===== src/rtl/bridge_arb_pkg.sv =====
// Shared types and constants for the bridge stream arbiter.
package bridge_arb_pkg;
  typedef enum logic [1:0] {IDLE, ARB, LOCK} arb_state_t;
  localparam int PKT_CNT_W = 16;
endpackage


===== src/rtl/bridge_stream_arbiter_if.sv =====
// Requester-side and bridge-side stream signals of the arbiter.
interface bridge_stream_arbiter_if #(
  parameter int NUM_REQ = 4,
  parameter int DIN_W   = 32,
  parameter int DATA_W  = 8,
  parameter int ID_W    = $clog2(NUM_REQ)
);
  logic [NUM_REQ-1:0]                          req_vld_i;
  logic [NUM_REQ-1:0][DIN_W-1:0][DATA_W-1:0]   req_din;
  logic [NUM_REQ-1:0]                          req_last_i;
  logic [NUM_REQ-1:0]                          req_rdy_o;
  logic                                        vld_o;
  logic [DIN_W-1:0][DATA_W-1:0]                dout;
  logic                                        last_o;
  logic                                        rdy_i;
  logic [ID_W-1:0]                             grant_id_o;
  logic                                        busy_o;

  modport slave (
    input  req_vld_i, req_din, req_last_i, rdy_i,
    output req_rdy_o, vld_o, dout, last_o, grant_id_o, busy_o
  );
  modport master (
    output req_vld_i, req_din, req_last_i, rdy_i,
    input  req_rdy_o, vld_o, dout, last_o, grant_id_o, busy_o
  );
endinterface


===== src/rtl/bridge_stream_arbiter_rr_pick.sv =====
// Combinational round-robin picker: first asserted request at or after ptr_i.
module rr_pick #(
  parameter int NUM_REQ = 4,
  parameter int ID_W    = $clog2(NUM_REQ)
) (
  input  logic [NUM_REQ-1:0] req_i,
  input  logic [ID_W-1:0]    ptr_i,
  output logic [ID_W-1:0]    gnt_id_o,
  output logic               any_o
);
  logic [ID_W:0]   sum;
  logic [ID_W-1:0] idx;

  // Scan from the farthest offset down so the nearest hit wins.
  always_comb begin
    gnt_id_o = '0;
    sum      = '0;
    idx      = '0;
    any_o    = |req_i;
    for (int k = NUM_REQ-1; k >= 0; k--) begin
      sum = {1'b0, ptr_i} + (ID_W+1)'(k);
      if (sum >= (ID_W+1)'(NUM_REQ)) sum = sum - (ID_W+1)'(NUM_REQ);
      idx = sum[ID_W-1:0];
      if (req_i[idx]) gnt_id_o = idx;
    end
  end
endmodule


===== src/rtl/bridge_stream_arbiter.sv =====
// Packet-locked round-robin arbiter feeding one stream bridge.
// Optional BRIDGE_ARB_PKT_CNT_EN adds per-requester completed-packet counters.
module bridge_stream_arbiter
  import bridge_arb_pkg::*;
#(
  parameter int NUM_REQ = 4,
  parameter int DIN_W   = 32,
  parameter int DATA_W  = 8,
  parameter int ID_W    = $clog2(NUM_REQ)
) (
  input  logic clk,
  input  logic rst_n,
  bridge_stream_arbiter_if.slave bus
`ifdef BRIDGE_ARB_PKT_CNT_EN
  ,
  output logic [NUM_REQ-1:0][PKT_CNT_W-1:0] pkt_cnt_o
`endif
);
  arb_state_t                   state_q, state_d;
  logic [ID_W-1:0]              rr_q, rr_d, grant_q, grant_d, pick_id;
  logic                         pick_any, vld, last, fire;
  logic [NUM_REQ-1:0]           rdy;
  logic [DIN_W-1:0][DATA_W-1:0] dout;

  rr_pick #(.NUM_REQ(NUM_REQ), .ID_W(ID_W)) u_pick (
    .req_i    (bus.req_vld_i),
    .ptr_i    (rr_q),
    .gnt_id_o (pick_id),
    .any_o    (pick_any)
  );

  assign fire = (state_q == LOCK) & bus.req_vld_i[grant_q] & bus.rdy_i
              & bus.req_last_i[grant_q];

  always_ff @(posedge clk or negedge rst_n) begin
    if (!rst_n) begin
      state_q <= IDLE;
      rr_q    <= '0;
      grant_q <= '0;
    end else begin
      state_q <= state_d;
      rr_q    <= rr_d;
      grant_q <= grant_d;
    end
  end

  always_comb begin
    state_d = state_q;
    rr_d    = rr_q;
    grant_d = grant_q;
    vld     = 1'b0;
    last    = 1'b0;
    rdy     = '0;
    case (state_q)
      IDLE: if (|bus.req_vld_i) state_d = ARB;
      ARB: begin
        // Requests may be withdrawn between IDLE and ARB; keep the old grant then.
        if (pick_any) begin
          grant_d = pick_id;
          state_d = LOCK;
        end else begin
          state_d = IDLE;
        end
      end
      LOCK: begin
        vld          = bus.req_vld_i[grant_q];
        last         = bus.req_last_i[grant_q];
        rdy[grant_q] = bus.rdy_i;
        if (fire) begin
          rr_d    = (grant_q == ID_W'(NUM_REQ-1)) ? '0 : grant_q + ID_W'(1);
          state_d = IDLE;
        end
      end
      default: state_d = IDLE;
    endcase
  end

  // Data follows the registered grant even when no beat is offered.
  assign dout           = bus.req_din[grant_q];
  assign bus.dout       = dout;
  assign bus.vld_o      = vld;
  assign bus.last_o     = last;
  assign bus.req_rdy_o  = rdy;
  assign bus.grant_id_o = grant_q;
  assign bus.busy_o     = (state_q == LOCK);

`ifdef BRIDGE_ARB_PKT_CNT_EN
  logic [NUM_REQ-1:0][PKT_CNT_W-1:0] pkt_cnt_q;

  always_ff @(posedge clk or negedge rst_n) begin
    if (!rst_n)    pkt_cnt_q <= '0;
    else if (fire) pkt_cnt_q[grant_q] <= pkt_cnt_q[grant_q] + PKT_CNT_W'(1);
  end

  assign pkt_cnt_o = pkt_cnt_q;
`endif
endmodule


===== src/flat_wrapper.sv =====
// flat-port wrapper written by rule: the top's interface ports become plain ports
module bridge_stream_arbiter_flat import bridge_arb_pkg::*;
#(
  parameter int NUM_REQ = 4,
  parameter int DIN_W   = 32,
  parameter int DATA_W  = 8,
  parameter int ID_W    = $clog2(NUM_REQ)
)
  (clk, rst_n, bus_req_vld_i, bus_req_din, bus_req_last_i, bus_rdy_i, bus_req_rdy_o, bus_vld_o, bus_dout, bus_last_o, bus_grant_id_o, bus_busy_o);
  bridge_stream_arbiter_if #(.NUM_REQ(NUM_REQ), .DIN_W(DIN_W), .DATA_W(DATA_W), .ID_W(ID_W)) bus_i ();
  input  logic clk;
  input  logic rst_n;
  input wire logic [$bits(bus_i.req_vld_i)-1:0] bus_req_vld_i;
  input wire logic [$bits(bus_i.req_din)-1:0] bus_req_din;
  input wire logic [$bits(bus_i.req_last_i)-1:0] bus_req_last_i;
  input wire logic [$bits(bus_i.rdy_i)-1:0] bus_rdy_i;
  output wire logic [$bits(bus_i.req_rdy_o)-1:0] bus_req_rdy_o;
  output wire logic [$bits(bus_i.vld_o)-1:0] bus_vld_o;
  output wire logic [$bits(bus_i.dout)-1:0] bus_dout;
  output wire logic [$bits(bus_i.last_o)-1:0] bus_last_o;
  output wire logic [$bits(bus_i.grant_id_o)-1:0] bus_grant_id_o;
  output wire logic [$bits(bus_i.busy_o)-1:0] bus_busy_o;
  assign bus_i.req_vld_i = bus_req_vld_i;
  assign bus_i.req_din = bus_req_din;
  assign bus_i.req_last_i = bus_req_last_i;
  assign bus_i.rdy_i = bus_rdy_i;
  assign bus_req_rdy_o = bus_i.req_rdy_o;
  assign bus_vld_o = bus_i.vld_o;
  assign bus_dout = bus_i.dout;
  assign bus_last_o = bus_i.last_o;
  assign bus_grant_id_o = bus_i.grant_id_o;
  assign bus_busy_o = bus_i.busy_o;
  bridge_stream_arbiter #(.NUM_REQ(NUM_REQ), .DIN_W(DIN_W), .DATA_W(DATA_W), .ID_W(ID_W)) u_core (.clk(clk), .rst_n(rst_n), .bus(bus_i));
endmodule

===== config.mk =====
export PLATFORM = sky130hd
export DESIGN_NAME = bridge_stream_arbiter_flat
export DESIGN_NICKNAME = d
export VERILOG_FILES = /design/src/rtl/bridge_arb_pkg.sv /design/src/rtl/bridge_stream_arbiter_if.sv /design/src/rtl/bridge_stream_arbiter_rr_pick.sv /design/src/rtl/bridge_stream_arbiter.sv /design/src/flat_wrapper.sv
export SDC_FILE = /design/constraint.sdc
export NUM_CORES = 1
export LEC_CHECK = 0
export BUFFER_PORTS_ARGS = -buffer_cell sky130_fd_sc_hd__buf_2
export CAP_MARGIN = 20
export CELL_PAD_IN_SITES_DETAIL_PLACEMENT = 1
export CELL_PAD_IN_SITES_GLOBAL_PLACEMENT = 1
export CORE_AREA = 2 2 511 513
export DETAILED_ROUTE_END_ITERATION = 10
export DIE_AREA = 0 0 513 515
export PLACE_DENSITY = 0.3
export REMOVE_ABC_BUFFERS = 1
export SLEW_MARGIN = 10
export SYNTH_ARGS = -nofsm -noshare
export SYNTH_HDL_FRONTEND = slang
export SYNTH_SLANG_ARGS = --single-unit

===== constraint.sdc =====
create_clock -name clk -period 1.9 [get_ports clk]
set_input_delay 0.38 -clock clk [delete_from_list [all_inputs] [get_ports clk]]
set_output_delay 0.38 -clock clk [all_outputs]
set_load 0.1 [all_outputs]

# [Word level (Yosys, flattened, before mapping)]
# Cells that the tools add are included.
[word_totals] ff_bits=6 in_bits=1035 elab_cells=68
[classes] add_sub_neg=8 order_cmp=10 eq_ne=5 muxes=32 bitwise=4 reduce_logical=6
[ops] op="$bmux 256 s2" n=1
[ops] op="$mux 256" n=1
[ops] op="$mux 2" n=12
[ops] op="$lt 2x3->1 const B" n=5
[ops] op="$bmux 1 s2" n=6
[ops] op="$ge 3x3->1 const B" n=3
[ops] op="$mux 1" n=9
[ops] op="$sub 2x1->2 const B" n=4
[ops] op="$add 2x2->3 const B" n=2
[ops] op="$pmux 2 s3" n=1
[ops] op="$reduce_and 2->1" n=3
[ops] op="$and 4x4->4" n=1
[ops] op="$eq 2x2->1 const B" n=2
[ops] op="$mux 4" n=1
[ops] op="$ne 2x1->1 const B" n=2
[ops] op="$reduce_or 4->1" n=1
[ops] op="$add 2x1->3 const B" n=1
[ops] op="$and 1x1->1" n=3
[ops] op="$ge 2x3->1 const B" n=1
[ops] op="$add 2x1->2 const B" n=1
[ops] op="$demux 1 s2" n=1
[ops] op="$eq 2x1->1 const B" n=1
[ops] op="$ge 2x1->1 const B" n=1
[ops] op="$logic_not 2->1" n=1
[ops] op="$logic_and 1x1->1" n=1

# [Longest topological paths before layout]
# Gate-level depths: netlist of run 1.
[logic_depth] word_depth=9 mapped_depth=6 ltp_nobuf=3

# [Modules after synthesis]
# Synthesis of run 1 repeated with hierarchy kept, for this count alone.
[hier_totals] cells_unflattened=361 hier_area_um2=6596.3
[by_module_without_submodules] mod="bridge_stream_arbiter" n_inst=1 cells_per_inst=348 area_each_um2=6518.8
[by_module_without_submodules] mod="rr_pick" n_inst=1 cells_per_inst=13 area_each_um2=77.6

# [Worst setup path before layout of run 1]
# OpenSTA, ideal clock, no wires.
[synth_timing] path_type="register -> output" startpoint="register u_core.grant_q[1] (netlist: u_core.bus.grant_id_o[1])" endpoint="output bus_req_rdy_o[1]" arrival_ns=2.414 t_required_ns=1.520 slack_ns=-0.894 path_stages_with_launch=7 n_path_buf=3 path_cell_list="dfrtp_1 -> buf_4 -> buf_2 -> buf_2 -> inv_1 -> ha_1 -> and3_1"
[synth_via] elab_chain_len=6 elab_cells_between_ends=7 classes_between="order compare: 2; mux: 3; bitwise: 1; reduce/logical: 1"
[synth_rtl] item="from (decl)" line="bridge_stream_arbiter.sv:20" text="logic [ID_W-1:0] rr_q, rr_d, grant_q, grant_d, pick_id;"
[synth_rtl] item="from (signal assigned)" line="bridge_stream_arbiter.sv:43" text="grant_q <= grant_d;"
[synth_rtl] item="$lt 2x3->1 (not written as such) / $ge 2x1->1 (equally long branches)" line="bridge_stream_arbiter.sv:68" text="rdy[grant_q] = bus.rdy_i;"
[synth_rtl] item="$logic_and 1x1->1 (not written as such)" line="bridge_stream_arbiter.sv:68"
[synth_rtl] item="$mux 1 (not written as such)" line="bridge_stream_arbiter.sv:68"
[synth_rtl] item="$demux 1 s2 *"
[synth_rtl] item="$and 4x4->4 (no line) *"
[synth_rtl] item="$mux 4 *" line="bridge_stream_arbiter.sv:54" text="case (state_q)"
[synth_rtl] item="to (decl)" line="flat_wrapper.sv:17" text="output wire logic [$bits(bus_i.req_rdy_o)-1:0] bus_req_rdy_o;"
# Mark *: on every way between the ends. The rest lies on a longest branch, timed or not.

# [Worst setup path after layout of run 1]
[layout_timing] startpoint="register u_core.grant_q[0] (netlist: u_core.bus.grant_id_o[0])" endpoint="output bus_dout[189]"
[layout_via] elab_chain_len=2
[layout_rtl] item="$bmux 256 s2" line="bridge_stream_arbiter.sv:79" text="assign dout = bus.req_din[grant_q];"
[layout_rtl] item="$mux 256 (not written as such)" line="bridge_stream_arbiter.sv:79"
[layout_rtl] item="to (decl)" line="flat_wrapper.sv:19" text="output wire logic [$bits(bus_i.dout)-1:0] bus_dout;"
# No other way between the ends. The select of a mux whose other input is x is not followed.

==> run metrics, run 1 <==
fraction of registers with async set or reset after synthesis=1.000; Synth Area per Inst=18.31 um2; Rel. slew slack=0.7084; Final #Nets=2783; post-DP HPWL=213.5 mm; final worst slack=-624.3 ps; outcome=finished, violations left; Final Cycle Share=1.329; Hold Vio Cnt, Final=0; 1st-iter DRT viols=1182; crit-path cells=buf_12, buf_16, buf_16, mux4_2, buf_12; Vias=about 14k; Die Ht=515 um; Worst path top cell family by delay=buffers and inverters; Reg clk slew, reported paths=about 40 ps; area grow syn2layout=246.6%; hold_sp=u_core.state_q[0]$_DFFE_PN0P_; fin cells=5243; Skew-Pair Late Insertion Delay=between 200 and 250 ps; sequential fraction of the synthesis area=0.02278; drt drc=0; Yosys warnings=0; top achievable clock speed=just under 400 MHz; # placed instances=5084; clock buffer depth=2; commonest non-fill, non-tap cell in the layout=buf_2; width of the chip=513 um; TritonRoute pass-1 iters=5; Initial Util=0.02549; global-route wire length before repair=255.1 mm; number of flops mapped to enable cells by yosys=0; CORE AREA=258500 um2; GRT Util Overall=0.1627; worst slew pin tran=437.4 ps; clk sinks=6; critical path's largest stage delay=680 ps; synthesized netlist cell count=360; CP Class=reg -> out; crit path buf inv count=4; Die ar.=about 260000 um2; Routed Antenna Nets=0; vias in the first global route=13.53k; GPL Wtd Cong=0.9927; H-Tree Depth=1; drt wl/cell=43.20 um; maxcap violations=0; worst min path class=reg -> reg; fill cell count=30.47k; min Tclk post-route=2524 ps; Root Driver=clkbuf_16; largest net degree at the start of global routing=27; worst vdd ir=0.7681 mV; post-synth top area share=0.8817; flops & latches, synth=6; top cells by area, synth=mux4_2, buf_4, dfrtp_1; PwrDens=2205 nW/um2; failing checks=negative setup slack; CP startpoint kind=flip-flop; CTS buffer count=3; IO Port Bufs=1299; Post-Syn Area=around 6600 um2; Final Skew=0.8590 ps; Critical Path Source=u_core.bus.grant_id_o[0]$_DFFE_PN0P_; CTS tree=yes; final WL=226.5 mm; row count=roughly 190; Final Util=0.08835; io pins=between 1k and 1.5k; gr ovfl total=0; Crit-path slowest cell=mux4_2; leading area contributor after synthesis=mux4_2; most frequent cells in the layout=buf_2, mux4_2, buf_12; Distinct cells, synth=26; initial antenna violation count=402; leakage=9.106 nW; worst path required time=1520 ps; layout cells sized above 1=0.9834; Post-synth top flop=dfrtp_1; setup repair after global routing missed its margin=true; Final Setup Violations=roughly 270; number of vias per cell=2.666; placed cell areas=20710 um2; fin. max-slew vios=0; finished layout cell area=22840 um2; post-place setup slack=-458.2 ps; crit end category=output pin; reg2reg start=u_core.bus.grant_id_o[0]$_DFFE_PN0P_; worst-path fanout max=7; Crit path arrival time=about 2100 ps
-- kinds of logic after synthesis --
kind of cell | count (synthesis) | share of synthesized area
muxes | 261 | 0.8867
buffers and inverters | 63 | 0.05677
and+or+nand+nor | 18 | 0.01671
AOI/OAI and AO/OA | 8 | 0.009493
DFF | 6 | 0.02278
adders and majority gates | 4 | 0.007595
-- path summary, 6_finish.rpt --
kind | endpoint | slack, ps | cells after the start
worst max register to register | u_core.rr_q[1]$_DFFE_PN0P_ | -300 | 7
worst max-delay path | bus_dout[189] | -620 | 5
worst min register to register | u_core.state_q[0]$_DFFE_PN0P_ | 480 | 1
min in group asynchronous | u_core.rr_q[0]$_DFFE_PN0P_ | 540 | 2
max in group asynchronous | u_core.bus.grant_id_o[0]$_DFFE_PN0P_ | 1150 | 2
worst min-delay path | u_core.state_q[0]$_DFFE_PN0P_ | 480 | 1
-- per-layer routing --
| metal | part of all wire | up-vias | global-route usage |
|---|---|---|---|
| met5 | 0.0084 | - | 0 |
| met4 | 0.038 | 294 | 0.03150 |
| met3 | 0.16 | 715 | 0.1145 |
| met2 | 0.40 | 1648 | 0.2393 |
| met1 | 0.39 | 6574 | 0.1919 |
| li1 | - | 4745 | - |
-- power by group --
| group | switching [W] | leakage, nW | internal (W) |
|---|---|---|---|
| combinational | 0.0326 | 9.00 | 0.0171 |
| clock | 0.0000959 | 0.0388 | 0.000281 |
| sequential | 0.0000859 | 0.0716 | 0.000201 |
-- sequential cells by signal, summed over array words and instances, names as in the netlist --
name / flops
u_core.bus.grant_id_o: 2
u_core.state_q: 2
u_core.rr_q: 2
-- cell type report --
type                       count  area [um2]  area share
timing repair buffer        1438       11950      0.5231
clock buffer                   4       78.83    0.003451
multi-input combinational    291        6137      0.2687
tap                         3402        4257      0.1863
antenna                       98       245.2     0.01074
sequential                     6       157.7    0.006902
inverter                       4       17.52   0.0007669
-- what timing repair did --
action / 4_1_cts / 5_1_grt
pin swaps: 1 / 1
gates cloned: 11 / 4
gates resized for setup: 247 / 59
hold endpoints to repair: 5 / 0
buffers inserted: 34 / 20
setup endpoints to repair: 264 / 265
hold buffers: 1 / 0
-- cells in the mapped netlist, drive strengths merged (2+ instances only) --
master,count
o31ai,4
inv,4
mux2,2
and2,2
clkbuf,6
nor2,3
and3,4
buf,53
nand2b,2
ha,4
dfrtp,6
mux4,258
-- stage by stage --
stage	total power [W]	TNS (ps)	hold WS, ps
4_1_cts	0.05046	-138610	460.1
6_report	0.05037	-125540	475.1
5_1_grt	0.05140	-133790	467.6
2_1_floorplan	0.01094	-2774300	84.41
3_3_place_gp	0.04622	-78340	253.0
3_5_place_dp	0.04611	-77350	248.7
(Power assumes the default switching activity.)
==> run 2, diff against run 1 <==
SYNTH_HIERARCHICAL = 1   (was default)
==> run 2 against run 1 <==
The flow still finishes with violations (negative setup slack). Non-clock buffer count is 31 lower. Synthesized cell count up 0.28%. Clock-buffer cell count stayed put. Routed wire length is 0.81% higher. Largest cell class unchanged. Worst hold slack lost 34 ps. Via count down 0.63%. Synthesized area about the same. Sequential share of layout area about the same.
==> run metrics, run 2 <==
outcome=finished, violations left; failing checks=negative setup slack; post-place setup slack=-675.6 ps (-217.4 ps); Hold Vio Cnt, Final=0 (unchanged); flops & latches, synth=6 (unchanged); H-Tree Depth=1 (unchanged); post-DP HPWL=215.5 mm (+0.95%); hold_sp=u_core/state_q[1]$_DFFE_PN0P_; width of the chip=513 um (unchanged); worst reg-to-reg path cell count=7 (unchanged); placed cell areas=21480 um2 (+3.7%); worst vdd ir=0.7287 mV (-5.1%); CORE AREA=258500 um2 (unchanged); Yosys warnings=6 (+6); Root Driver=clkbuf_16; CP startpoint kind=flip-flop; Final Util=0.08932 (+0.0009728); worst path required time=1520 ps (about the same); Hold Path End=u_core/state_q[0]$_DFFE_PN0P_; number of vias per cell=2.667 (about the same); leakage=9.203 nW (+1.1%); 1st-iter DRT viols=1272 (+7.6%); largest net degree at the start of global routing=37 (+37%); top cells by area, synth=mux4_2, buf_4, dfrtp_1; layout cells sized above 1=0.9825 (about the same); synthesized netlist cell count=361 (+0.28%); final WL=228.3 mm (+0.81%); drt drc=0 (unchanged); global-route wire length before repair=256.8 mm (+0.69%); CTS buffer count=3 (unchanged); Synth Area per Inst=18.27 um2 (-0.18%); Final Cycle Share=1.333 (+0.004266); CP Class=reg -> out; gr ovfl total=0 (unchanged); Net Switching=0.03610 W (+10%); maxcap violations=0 (unchanged); commonest non-fill, non-tap cell in the layout=buf_2; area grow syn2layout=250.1%; row count=187 (unchanged); Post-synth top flop=dfrtp_1; FF/Latch Area=157.7 um2 (unchanged); post-synth top area share=0.8809 (about the same); GPL Wtd Cong=1.030 (+3.7%); RR Endpoint=u_core/rr_q[1]$_DFFE_PN0P_; GRT Util Overall=0.1645 (+0.001740); most frequent cells in the layout=buf_2, buf_12, mux4_2; sequential fraction of the synthesis area=0.02276 (about the same); finished layout cell area=23090 um2 (+1.1%); Sw Ratio=0.6451 (-0.005002); Distinct cells, synth=26 (unchanged); r2r setup slk=-200 ps (+100 ps); vias in the first global route=13.35k (-1.3%); CTS tree=yes; Vias=13.89k (-0.63%); Skew-Pair Late Insertion Delay=230 ps (about the same); drt wl/cell=43.85 um (+1.5%); final worst slack=-632.4 ps (-8.106 ps); fill cell count=30.44k (-0.079%); part of the power in registers=0.005 (about the same); number of flops mapped to enable cells by yosys=0 (unchanged); TritonRoute pass-1 iters=5 (unchanged); fraction of registers with async set or reset after synthesis=1.000 (unchanged); crit end category=output pin; Final Setup Violations=265 (-0.38%); top-count cell post-synth=mux4_2; Worst Hold Depth=1 (unchanged); min Tclk post-route=2532 ps (+8.106 ps); IO Port Bufs=1299 (unchanged); Pint=0.01986 W (+13%); Die Ht=515 um (unchanged); power share of the combinational group=0.988 (about the same); Post-Syn Area=6596 um2 (about the same); Final Skew=2.163 ps (+1.304 ps); worst slew pin tran=356.2 ps (-81.23 ps); Initial Util=0.02551 (about the same); Crit path arrival time=2150 ps (about the same); Tot Pwr=0.05596 W (+11%); commonest cells in the netlist=mux4_2, buf_2, buf_4; top achievable clock speed=394.9 MHz (-0.32%); Final #Nets=2753 (-1.1%); Reg clk slew, reported paths=40 ps (about the same); multi-input combinational cell area=6137 um2 (unchanged); worst-path fanout max=6 (-1); Critical Path Source=u_core/bus.grant_id_o[0]$_DFFE_PN0P_; initial antenna violation count=370 (-8.0%); io pins=1300 (unchanged); Routed Antenna Nets=0 (unchanged); setup repair after global routing missed its margin=true; reg2reg start=u_core/bus.grant_id_o[0]$_DFFE_PN0P_; Clock power frac=0.006 (about the same); worst min path class=reg -> reg; clk sinks=6 (unchanged); leading area contributor after synthesis=mux4_2; Rel. slew slack=0.7626 (+0.05416); clock buffer depth=2 (unchanged); Die ar.=264200 um2 (unchanged); fin. max-slew vios=0 (unchanged); PwrDens=2423 nW/um2 (+9.9%)
## run 2: cell count changes after synthesis, moves of 2 or more
| cell | change |
|---|---|
| mux2_2 | +2 |
| nand2_1 | +2 |
| nor2_1 | +2 |
| o31ai_1 | -4 |
## run 2: worst max-delay path by stage
stage	to	slack [ps]	depth (start not counted)
after global placement	bus_dout[56]	-700	4
after global routing	bus_dout[172]	-660	5
final	bus_dout[70]	-630	5
after detailed placement	bus_dout[56]	-680	4
after floorplan	bus_last_o	-10680	2
after CTS	bus_dout[56]	-700	5
## run 2: cell families (layout without fill, tap and decap cells)
logic type	after synthesis	count (layout)	share of synthesized area
AOI/OAI and AO/OA	4	4	0.004551
adders and majority gates	4	4	0.007588
buffers and inverters	62	1414	0.05652
DFF	6	6	0.02276
muxes	263	263	0.8892
other	0	92	0
and+or+nand+nor	22	22	0.01935
## run 2: per-layer routing
metal / wire length (um) / part of all wire / GRT usage
met5: 2013 / 0.0088 / 0
met4: 5698 / 0.025 / 0.02272
met3: 35780 / 0.16 / 0.1130
met2: 95050 / 0.42 / 0.2468
met1: 89780 / 0.39 / 0.1949
## run 2: power by group through the flow
stage / clock [W] / sequential [W] / combinational (W)
final: 0.000353 / 0.000305 / 0.0553
after global routing: 0.000368 / 0.000319 / 0.0564
after CTS: 0.000360 / 0.000300 / 0.0557
after floorplan: 0 / 0.000710 / 0.0103
after detailed placement: 0 / 0.000301 / 0.0526
after global placement: 0 / 0.000300 / 0.0527
## run 2: layout make-up
type	instances	area share
antenna	92	0.009969
multi-input combinational	293	0.2658
timing repair buffer	1407	0.5287
clock buffer	4	0.003413
tap	3402	0.1843
inverter	3	0.001029
sequential	6	0.006827
## run 2: worst max-delay path, cell delays in order (launching register included)
cell and delay (ps):
dfrtp_4 460, buf_16 190, buf_12 160, buf_12 140
mux4_2 670, buf_12 240
## run 2: metrics by stage
step,instances,hold slack (ps),TNS [ps]
floorplan,302,84.41,-2777000
global placement,5062,235.3,-94540
detailed placement,5062,232.3,-93490
CTS,5109,444.6,-148460
global route,5140,471.0,-147110
finish,5207,441.1,-135730
## run 2: what timing repair did
item                       4_1_cts  5_1_grt
hold endpoints to repair         6        0
setup endpoints to repair      264      265
buffers inserted                34        5
hold buffers                     1        0
cloned                           8        9
gates resized for setup        131       27
